[src/rtl/avalon_ram_pkg.sv]
// Shared types and helpers for the Avalon-MM to word-RAM bridge.
// Holds the FSM state encoding, the default window base and the byte-lane merge.
package avalon_ram_pkg;

    localparam logic [31:0] DEFAULT_BASE_ADDR = 32'hBFC00000;

    typedef enum logic [2:0] {
        IDLE = 3'd0,
        RD   = 3'd1,
        CAP  = 3'd2,
        WR   = 3'd3,
        DONE = 3'd4
    } state_e;

    // Lanes with byteenable set take the new byte, the rest keep the old one.
    function automatic logic [31:0] merge_bytes(input logic [31:0] old_word,
                                                input logic [31:0] new_word,
                                                input logic [3:0]  be);
        logic [31:0] m;
        m = old_word;
        for (int i = 0; i < 4; i++) begin
            if (be[i]) m[8*i +: 8] = new_word[8*i +: 8];
        end
        return m;
    endfunction

endpackage

[src/rtl/byte_merge.sv]
// Combinational byte-lane mux used to build the read-modify-write word.
import avalon_ram_pkg::*;

module byte_merge (
    input  logic [31:0] old_word,
    input  logic [31:0] new_word,
    input  logic [3:0]  be,
    output logic [31:0] merged
);

    assign merged = merge_bytes(old_word, new_word, be);

endmodule

[src/rtl/avalon_ram_bridge.sv]
// Avalon-MM slave that maps a byte-addressed window onto a word-wide RAM,
// doing read-modify-write for partial writes. Optional bus_error: AVALON_RAM_BRIDGE_ERR_EN.
import avalon_ram_pkg::*;

module avalon_ram_bridge #(
    parameter logic [31:0] BASE_ADDR  = DEFAULT_BASE_ADDR,
    parameter int          WORDS_LOG2 = 10
) (
    input  logic        clk,
    input  logic        reset,
    input  logic [31:0] address,
    input  logic        read,
    input  logic        write,
    input  logic [3:0]  byteenable,
    input  logic [31:0] writedata,
    output logic [31:0] readdata,
    output logic        waitrequest,
`ifdef AVALON_RAM_BRIDGE_ERR_EN
    output logic        bus_error,
`endif
    output logic [31:0] ram_addr,
    output logic [31:0] ram_write_data,
    output logic        ram_wen,
    input  logic [31:0] ram_data_out,
    output logic [2:0]  state_dbg
);

    localparam logic [2:0] ST_IDLE = IDLE;
    localparam logic [2:0] ST_RD   = RD;
    localparam logic [2:0] ST_CAP  = CAP;
    localparam logic [2:0] ST_WR   = WR;
    localparam logic [2:0] ST_DONE = DONE;

    logic [2:0]            state;
    logic [WORDS_LOG2-1:0] idx_q;
    logic [3:0]            be_q;
    logic [31:0]           wdata_q;
    logic                  is_write_q;
    logic [29:0]           off_words;
    logic                  in_window;
    logic [31:0]           merged;

    // Window check uses the untruncated offset so the top word cannot alias.
    assign off_words = 30'((address - BASE_ADDR) >> 2);
    assign in_window = (address >= BASE_ADDR) && ((off_words >> WORDS_LOG2) == 30'd0);

    assign waitrequest = (state != ST_DONE);
    assign ram_wen     = (state == ST_WR);
    assign ram_addr    = {{(32-WORDS_LOG2){1'b0}}, idx_q};
    assign state_dbg   = state;

    byte_merge u_merge (
        .old_word (ram_data_out),
        .new_word (wdata_q),
        .be       (be_q),
        .merged   (merged)
    );

`ifdef AVALON_RAM_BRIDGE_ERR_EN
    logic err_q;

    always_ff @(posedge clk or negedge reset) begin
        if (!reset) begin
            err_q <= 1'b0;
        end else if (state == ST_IDLE && (read || write)) begin
            err_q <= !in_window || (read && write);
        end
    end

    assign bus_error = (state == ST_DONE) && err_q;
`endif

    always_ff @(posedge clk or negedge reset) begin
        if (!reset) begin
            state          <= ST_IDLE;
            idx_q          <= '0;
            be_q           <= '0;
            wdata_q        <= '0;
            is_write_q     <= 1'b0;
            readdata       <= '0;
            ram_write_data <= '0;
        end else begin
            case (state)
                ST_IDLE: begin
                    if (read || write) begin
                        idx_q      <= off_words[WORDS_LOG2-1:0];
                        be_q       <= byteenable;
                        wdata_q    <= writedata;
                        is_write_q <= write;
                        if (!in_window || (write && byteenable == 4'h0)) begin
                            state <= ST_DONE;
                            if (!write) readdata <= '0;
                        end else if (write && byteenable == 4'hF) begin
                            ram_write_data <= writedata;
                            state          <= ST_WR;
                        end else begin
                            state <= ST_RD;
                        end
                    end
                end
                ST_RD:   state <= ST_CAP;
                ST_CAP: begin
                    if (is_write_q) begin
                        ram_write_data <= merged;
                        state          <= ST_WR;
                    end else begin
                        readdata <= ram_data_out;
                        state    <= ST_DONE;
                    end
                end
                ST_WR:   state <= ST_DONE;
                ST_DONE: state <= ST_IDLE;
                default: state <= ST_IDLE;
            endcase
        end
    end

endmodule

[config.mk]
export PLATFORM = sky130hd
export DESIGN_NAME = avalon_ram_bridge
export DESIGN_NICKNAME = d
export VERILOG_FILES = /design/src/rtl/avalon_ram_pkg.sv /design/src/rtl/byte_merge.sv /design/src/rtl/avalon_ram_bridge.sv
export SDC_FILE = /design/constraint.sdc
export NUM_CORES = 1
export LEC_CHECK = 0
export BUFFER_PORTS_ARGS = -buffer_cell sky130_fd_sc_hd__buf_2
export CORE_MARGIN = 2
export CORE_UTILIZATION = 44
export CTS_CLUSTER_SIZE = 8
export DETAILED_ROUTE_END_ITERATION = 7
export PLACE_DENSITY = 0.85
export SLEW_MARGIN = 20
export SYNTH_ARGS = -nofsm -noshare
export SYNTH_HDL_FRONTEND = slang
export SYNTH_SLANG_ARGS = --single-unit
[constraint.sdc]
create_clock -name clk -period 2.2 [get_ports clk]
set_clock_uncertainty 0.1 [all_clocks]
set_input_delay 0.55 -clock clk [delete_from_list [all_inputs] [get_ports clk]]
set_output_delay 0.55 -clock clk [all_outputs]
set_load 0.01 [all_outputs]
Word level (Yosys, flattened, before mapping)
Index checks and enable logic that the tools add are counted.
Storage, ports and cells
  bits in registers: 114
  bits in latches: 0
  bits in read-only memories: 0
  logic and storage cells: 53
  bits in writable memories: 0
  memories kept: 0
  output and inout bits: 101
  input port bits: 104
Cells by class
  divide/modulo/power cells: 0
  magnitude comparators: 1
  bitwise logic cells: 0
  equality and inequality tests: 12
  multiplexer cells: 19
  shift operators: 0
  reduce and logical (&&, ||, !) cells: 13
  $add $sub $neg: 1
  multiply operators: 0
Operator list (count)
  $mux W32: 8
  $pmux W32 S2: 2
  $ge A32 B32 Y1 const B: 1
  $mux W8: 4
  $sub A32 B32 Y32 const B: 1
  $logic_not A30 Y1: 1
  $ne A2 B2 Y1 const B: 7
  $pmux W3 S4: 1
  $reduce_and A5 Y1: 2
  $mux W3: 3
  $eq A3 B2 Y1 const B: 2
  $eq A4 B4 Y1 const B: 1
  $logic_not A4 Y1: 1
  $eq A3 B1 Y1 const B: 1
  $logic_and A1 B1 Y1: 3
  $logic_not A3 Y1: 1
  $ne A3 B3 Y1 const B: 1
  $logic_or A1 B1 Y1: 2
  $mux W2: 1
  $reduce_and A2 Y1: 1
  $reduce_bool A2 Y1: 1
  $logic_not A1 Y1: 1

Logic depth before layout (Yosys ltp)
Gate-level depths: netlist of run 1.
  depth in word-level cells: 8
  mapped depth: 6
  depth with buffers taken out: 5

Modules after synthesis
Synthesis of run 1 repeated with hierarchy kept, for this count alone.
Unflattened totals
  cells, all modules: 566
  area total of the unflattened synthesis: 6662.6 um^2
Modules (own cells, without submodules)
  avalon_ram_bridge: times used 1, seq. area each 2852.7 um^2, cells each 530, area an instance 6137.1 um^2
  byte_merge: times used 1, seq. area each 0.0 um^2, cells each 36, area an instance 525.5 um^2

Worst setup path before layout of run 1
No wires, ideal clock.
  path kind: input port to flip-flop
  start: input port address[23]
  end: register ram_write_data[10]
  required time: 1.974 ns
  data arrival time: 2.154 ns
  path buffers: 1
  setup time: 0.126 ns
  path slack: -0.180 ns
  stages on the path: 6
  cell sequence: nand4_1 or4b_1 nor4_4 o22ai_2 buf_2 a221o_1
Between the ends
  longest elaborated chain between the ends: 7
  elaborated cells on any way between the ends: 8
  those cells by class: add/sub (1); order compare (1); eq/ne (1); reduce/logical (5)
RTL lines
  start: declaration: line avalon_ram_bridge.sv:11  | input logic [31:0] address,
  $sub A32 B32 Y32: line avalon_ram_bridge.sv:44  | assign off_words = 30'((address - BASE_ADDR) >> 2);
  $logic_not A30 Y1: line avalon_ram_bridge.sv:45  | assign in_window = (address >= BASE_ADDR) && ((off_words >> WORDS_LOG2) == 30'd0);
  $logic_and A1 B1 Y1 *: line avalon_ram_bridge.sv:45
  $logic_not A1 Y1 *: line avalon_ram_bridge.sv:90  | if (!in_window || (write && byteenable == 4'h0)) begin
  $logic_or A1 B1 Y1 *: line avalon_ram_bridge.sv:90
  $ne A2 B2 Y1 (no source line) *
  $reduce_and A5 Y1 (no source line) *
  end signal: assignment: line avalon_ram_bridge.sv:94  | ram_write_data <= writedata;
  end signal: assignment: line avalon_ram_bridge.sv:104  | ram_write_data <= merged;
  end: declaration: line avalon_ram_bridge.sv:22  | output logic [31:0] ram_write_data,
Every way passes the cells marked *; elsewhere a longest branch is shown, timed or not.
A chain may end at the register's enable or synchronous reset.

Final worst setup path of run 1
  start: register state[0] (netlist: state_dbg[0])
  end: register ram_write_data[15]
Between the ends
  longest elaborated chain between the ends: 3
  elaborated cells on any way between the ends: 9
  those cells by class: eq/ne (5); mux (1); reduce/logical (3)
RTL lines
  start: declaration: line avalon_ram_bridge.sv:34  | logic [2:0] state;
  start signal: assignment: line avalon_ram_bridge.sv:75  | state <= ST_IDLE;
  start signal: assignment: line avalon_ram_bridge.sv:91  | state <= ST_DONE;
  start signal: assignment: line avalon_ram_bridge.sv:95  | state <= ST_WR;
  $eq A3 B2 Y1 or $logic_not A3 Y1 (tied branches): line avalon_ram_bridge.sv:83  | case (state)
  $ne A2 B2 Y1 (no source line) or $reduce_bool A2 Y1 (tied branches)
  $reduce_and A5 Y1 (no source line)
Several ways; a longest one is shown, not always the timed one.

==> results.yml, run 1 <==
yosys:
  synth_top_family_by_area: "multiplexers"
  ys_seq_elements: 114
  async_reset_ff_frac: 1.00
  synth_area_leader_cell: "dfrtp_1"
  synth_cell_types: 31
  synth_top_area_frac: 0.547
  synth_edf_count: 0
  synth.area.mux_share: 0.161
  syn_inst: 451
  syn_area_mm2: 0.00521
  yosys-top-cells-count: "dfrtp_1, mux2_2, nand2_1"
  synth_compound_area_frac: 0.149
  avgSynthCellArea_um2: 11.6
  synth_warnings: 0
  synth_top_cells_by_area: "dfrtp_1, mux2_2, a221o_1, mux2i_1, a22oi_1"
  yosys.area_share.simple: 0.0842
  yosysMostFrequentCell: "dfrtp_1"
  synthAdderAreaFrac: 0
  ys_dominant_reg_cell: "dfrtp_1"
  synth_seq_area_share: 0.547
  synth_xor_area_frac: 0
floorplan:
  initial_core_util: 0.455
  rows: 39
  ios: 205
  fp.dieW_um: 113
  die_h_um: 113
  dieArea_mm2: 0.0127
  fp.coreArea_mm2: 0.0115
cts:
  cts-buffers-inserted: 17
  cts_htree_levels: 4
  clkSlewWorstSetupHoldPaths_ps: 50
  clockBufferDepth: 2
  cts_root_buffer: "clkbuf_16"
  cts_tree: "built"
  clk_latency_ps: 410
  cts_setup_buffers: 0
  clock_sinks: 114
worst_setup_path:
  rrSetupSlack_ps: 140
  crit_path_max_incr_delay_ps: 460
  critPathArrivalTime_ps: 2250
  cp_cell_sequence: "nor3_1, nand2_1, nor4_4, o22ai_4, buf_12, a221o_1"
  crit_required_ps: 2380
  r2r-start: "state_dbg[0]"
  start_kind: "flip-flop"
  path_max_fanout: 20
  crit_path_top_delay_cell: "dfrtp_1"
  endpoint_kind: "flip-flop"
  reg2reg_depth: 6
  r2r-end: "ram_write_data[15]"
  criticalPathCategory: "flip-flop to flip-flop"
detailed_routing:
  vias_per_cell: 5.54
  drc: 0
  ant_nets: 0
  drt_pass1_iterations: 5
  wl_per_cell_um: 18.3
  wirelength_um: 14600
  drt_iter0_drc: 328
  via_count: 4404
cells_and_area:
  fill_cells: 970
  instances_no_fill: 795
  utilization: 0.599
  diodes: 0
  fin_nets: 743
  areaGrowthSynthToFinish_pct: 31.7
  drive_gt1_frac: 0.429
global_routing:
  grtUsageTotal: 0.232
  grt-ovfl-total: 0
  grt_pass1_wl_um: 23100
  grt_max_degree: 45
  first_global_vias: 4504
  grt_antenna_before_repair: 0
run:
  maxCapViolCount: 0
sta:
  worstMarginPinSlew_ps: 571
  setup_viol: 0
  fmaxAchievable_mhz: 485
  slew_viol_final: 0
  rsz0062_at_grt: "false"
  period_share: 0.938
  finalHoldWorstSlack_ps: 277
  maxSlewHeadroom: 0.619
  layout_min_cycle_time_ps: 2060
  hold_viol: 0
worst_hold_path:
  hold_depth: 2
  hold_start: "address[6]"
  min_path_type: "input pin to flip-flop"
  min_to: "idx_q[4]"
pwr:
  power_density_mw_per_mm2: 940
  peakVddDrop_mv: 0.576
  p_leak_nw: 3.35
placement:
  gp_congestion: 0.792
  hpwlAfterDp_um: 10100
  dp.cells: 762
  portBuffers: 180
status:
  status: "finished, final reports clean"
critical path, delay by kind of cell (launching register included):
kind | cells | cell delay, ps
AOI/OAI and AO/OA | 2 | 460
DFF | 1 | 460
buffers and inverters | 1 | 180
and+or+nand+nor | 3 | 720
stage by stage:
step | setup TNS [ps] | area, um^2 | power [mW] | worst slack [ps]
floorplan | -1220 | 5300 | 3.49 | -40.6
global placement | -6030 | 6330 | 4.00 | -186
detailed placement | -8030 | 6330 | 4.08 | -210
CTS | 0 | 6860 | 6.51 | 145
global route | 0 | 6860 | 6.77 | 3.28
finish | 0 | 6860 | 6.45 | 137
flip-flops by register name, indices dropped and copies added (netlist names):
name / count
is_write_q: 1
idx_q: 10
state_dbg: 3
be_q: 4
readdata: 32
wdata_q: 32
ram_write_data: 32
per-layer routing:
| metal | up-vias | global-route usage | share of wire |
|---|---|---|---|
| li1 | 1982 | - | - |
| met1 | 2173 | 0.290 | 0.41 |
| met2 | 225 | 0.382 | 0.49 |
| met3 | 24 | 0.0611 | 0.076 |
| met4 | 0 | 0.0984 | 0.018 |
| met5 | - | 0 | 0 |
worst max path at each step:
stage	from	to	slack, ps
finish	state_dbg[0]	ram_write_data[15]	140
global route	address[18]	ram_write_data[15]	3
CTS	state_dbg[0]	ram_write_data[15]	150
detailed placement	address[14]	ram_write_data[15]	-210
global placement	address[14]	ram_write_data[13]	-190
floorplan	address[14]	ram_write_data[10]	-40
power by group:
group          total, mW  switching [mW]  internal, mW
Clock               2.40           0.886          1.52
Combinational       1.27           0.622         0.650
Sequential          2.78           0.308          2.47
what timing repair did:
item                       CTS  global route
hold buffers                 1             0
hold endpoints to repair    10             0
resized for setup            0             1
setup endpoints to repair    0             2
area by class of cell:
class | count | area [um^2] | share of cell area
clock buffers | 27 | 493 | 0.0718
clock inverters | 5 | 27.5 | 0.00401
multi-input cells | 301 | 2160 | 0.315
well taps | 143 | 179 | 0.0261
inverters | 2 | 7.51 | 0.00109
flip-flops and latches | 114 | 2850 | 0.416
repair buffers | 203 | 1140 | 0.167
cell families after synthesis:
family                 after synthesis
AO/OA/AOI/OAI                      104
buffers and inverters               57
flip-flops                         114
other                                1
multiplexers                        78
AND/OR/NAND/NOR                     97
cell usage in the layout (no fill, tap or decap), drive strengths merged:
cell / n
a22oi: 32
nor4b: 3
inv: 2
and2: 2
or2: 1
nor2b: 1
or4: 1
and3: 1
o21ai: 34
a21oi: 3
clkinvlp: 1
or4b: 1
nor4: 3
mux2i: 32
buf: 202
o31a: 1
o22ai: 1
nor2: 38
dfrtp: 114
clkbuf: 27
nand4: 2
a21o: 1
clkinv: 4
a221o: 32
or3b: 1
conb: 22
mux2: 46
nand3: 2
dlygate4sd3: 1
nor3: 2
nand2: 39
(Power assumes the default switching activity.)
==> inputs of run 2 (changes only) <==
- CORE_ASPECT_RATIO: not set -> 0.8
==> run 2 against run 1 <==
  * Core utilization up 0.21 points
  * Setup slack worse by 6.7 ps
  * Global-route usage about the same
  * Sequential power about the same
==> results.yml, run 2 (same netlist as run 1, synthesis figures left out) <==
status:
  status: "finished, final reports clean"
cts:
  cts_tree: "built"
  clk_latency_ps: 400
  cts_htree_levels: 4
  cts_root_buffer: "clkbuf_16"
  cts_setup_buffers: 0
  clockBufferDepth: 2
  cts-buffers-inserted: 17
  clock_sinks: 114
  clkSlewWorstSetupHoldPaths_ps: 50
worst_setup_path:
  crit_path_top_delay_cell: "nor4_4"
  r2r-end: "ram_write_data[15]"
  rrSetupSlack_ps: 150
  crit_path_start: "address[14]"
  critPathArrivalTime_ps: 2250
  reg2reg_depth: 6
  path_max_fanout: 17
  start_kind: "input pin"
  crit_path_max_incr_delay_ps: 400
  cp_cell_sequence: "buf_2, nor4b_1, nand3_1, nor4_4, o22ai_4, buf_12, a221o_1"
  cp_num_buf_inv: 2
  cp_top_family: "simple AND/OR/NAND/NOR gates"
  cp_num_cells: 7
  crit_end: "ram_write_data[15]"
  crit_required_ps: 2380
  criticalPathCategory: "input pin to flip-flop"
  r2r-start: "state_dbg[2]"
  endpoint_kind: "flip-flop"
floorplan:
  dieArea_mm2: 0.0127
  ios: 205
  die_h_um: 101
  rows: 35
  fp.dieW_um: 126
  fp.coreArea_mm2: 0.0115
  initial_core_util: 0.453
detailed_routing:
  drt_iter0_drc: 265
  wirelength_um: 14700
  drt_pass1_iterations: 5
  vias_per_cell: 5.58
  wl_per_cell_um: 18.4
  drc: 0
  ant_nets: 0
  via_count: 4456
sta:
  maxSlewHeadroom: 0.571
  worstMarginPinSlew_ps: 643
  finalHoldWorstSlack_ps: 86.7
  rsz0062_at_grt: "false"
  fmaxAchievable_mhz: 483
  setup-tns-final_ps: 0
  slew_viol_final: 0
  setup_viol: 0
  layout_min_cycle_time_ps: 2070
  period_share: 0.941
  hold_viol: 0
worst_hold_path:
  min_path_type: "input pin to asynchronous set/reset pin"
pwr:
  switchingPower_mw: 1.87
  internal_power_mw: 4.83
  power_density_mw_per_mm2: 969
  clockPowerShare: 0.395
  seq_power_share: 0.416
  combPwrFrac: 0.190
  peakVddDrop_mv: 0.548
  p_leak_nw: 3.37
  p_sw_frac: 0.279
cells_and_area:
  utilization: 0.601
  fill_cells: 915
  largestRegisters: "ram_write_data: 32 flops, readdata: 32 flops, wdata_q: 32 flops"
  fin_nets: 741
  layout_commonest_cell: "buf_2"
  final_cell_mix: "buf_2, dfrtp_1, mux2_2"
  drive_gt1_frac: 0.435
  areaGrowthSynthToFinish_pct: 32.7
  diodes: 0
global_routing:
  grt_pass1_wl_um: 22900
  grt_max_degree: 115
  grt-ovfl-total: 0
  grt_antenna_before_repair: 0
  grtUsageTotal: 0.232
  first_global_vias: 4447
placement:
  portBuffers: 180
  hpwlAfterDp_um: 9770
  gp_congestion: 0.800
run:
  maxCapViolCount: 0
run 2: changes by cell type in the layout (fill, tap and decap cells not counted):
cell           previous run  this run
clkbuf_1                  7         3
buf_4                    17        15
bufinv_16                 0         2
buf_12                    5         6
clkbuf_8                  3         2
clkinv_2                  4         5
clkinv_4                  0         1
clkinvlp_4                1         2
dlygate4sd3_1             1         0
run 2: worst min path at each step:
stage,startpoint,to,slack (ps),cells after the start
3_5_place_dp,idx_q[5],idx_q[5],390,1
3_3_place_gp,idx_q[8],idx_q[8],390,1
2_1_floorplan,reset,be_q[0],150,0
6_report,reset,idx_q[0],90,2
4_1_cts,reset,idx_q[0],150,2
5_1_grt,reset,idx_q[0],170,2
run 2: layer usage:
metal,wire length (um),GRT usage,vias up
li1,-,-,1980
met1,5950,0.283,2197
met2,7220,0.390,255
met3,1320,0.0713,24
met4,225,0.0932,0
met5,0,0,-
run 2: what timing repair did:
item	CTS	global route
resized for setup	0	1
setup endpoints to repair	0	1
hold buffers	0	0
run 2: power groups by stage:
stage	Combinational (mW)	Clock [mW]	Sequential [mW]
3_3_place_gp	1.22	0	2.78
2_1_floorplan	0.668	0	2.82
3_5_place_dp	1.28	0	2.81
5_1_grt	1.40	2.79	2.83
4_1_cts	1.28	2.69	2.78
6_report	1.27	2.65	2.79
run 2: area by class of cell:
cell class	instances	area, um^2	share of cell area
flip-flops and latches	114	2850	0.412
clock inverters	10	109	0.0157
clock buffers	22	464	0.0671
repair buffers	201	1140	0.165
inverters	2	7.51	0.00109
multi-input cells	301	2160	0.312
well taps	148	185	0.0268
run 2: per-stage QoR:
stage,area (um^2),cells,power (mW),setup WS [ps]
after floorplan,5300,472,3.49,-40.6
after global placement,6340,766,4.00,-164
after detailed placement,6340,766,4.09,-264
after CTS,6910,798,6.76,131
after global routing,6920,798,7.02,9.24
final,6920,798,6.70,130
run 2: worst register-to-register path: stages (launching register included):
cell and delay, ps:
dfrtp_1 450, nor3_1 280, nand2_1 120, nor4_4 320, o22ai_4 150, buf_12 200
a221o_1 310
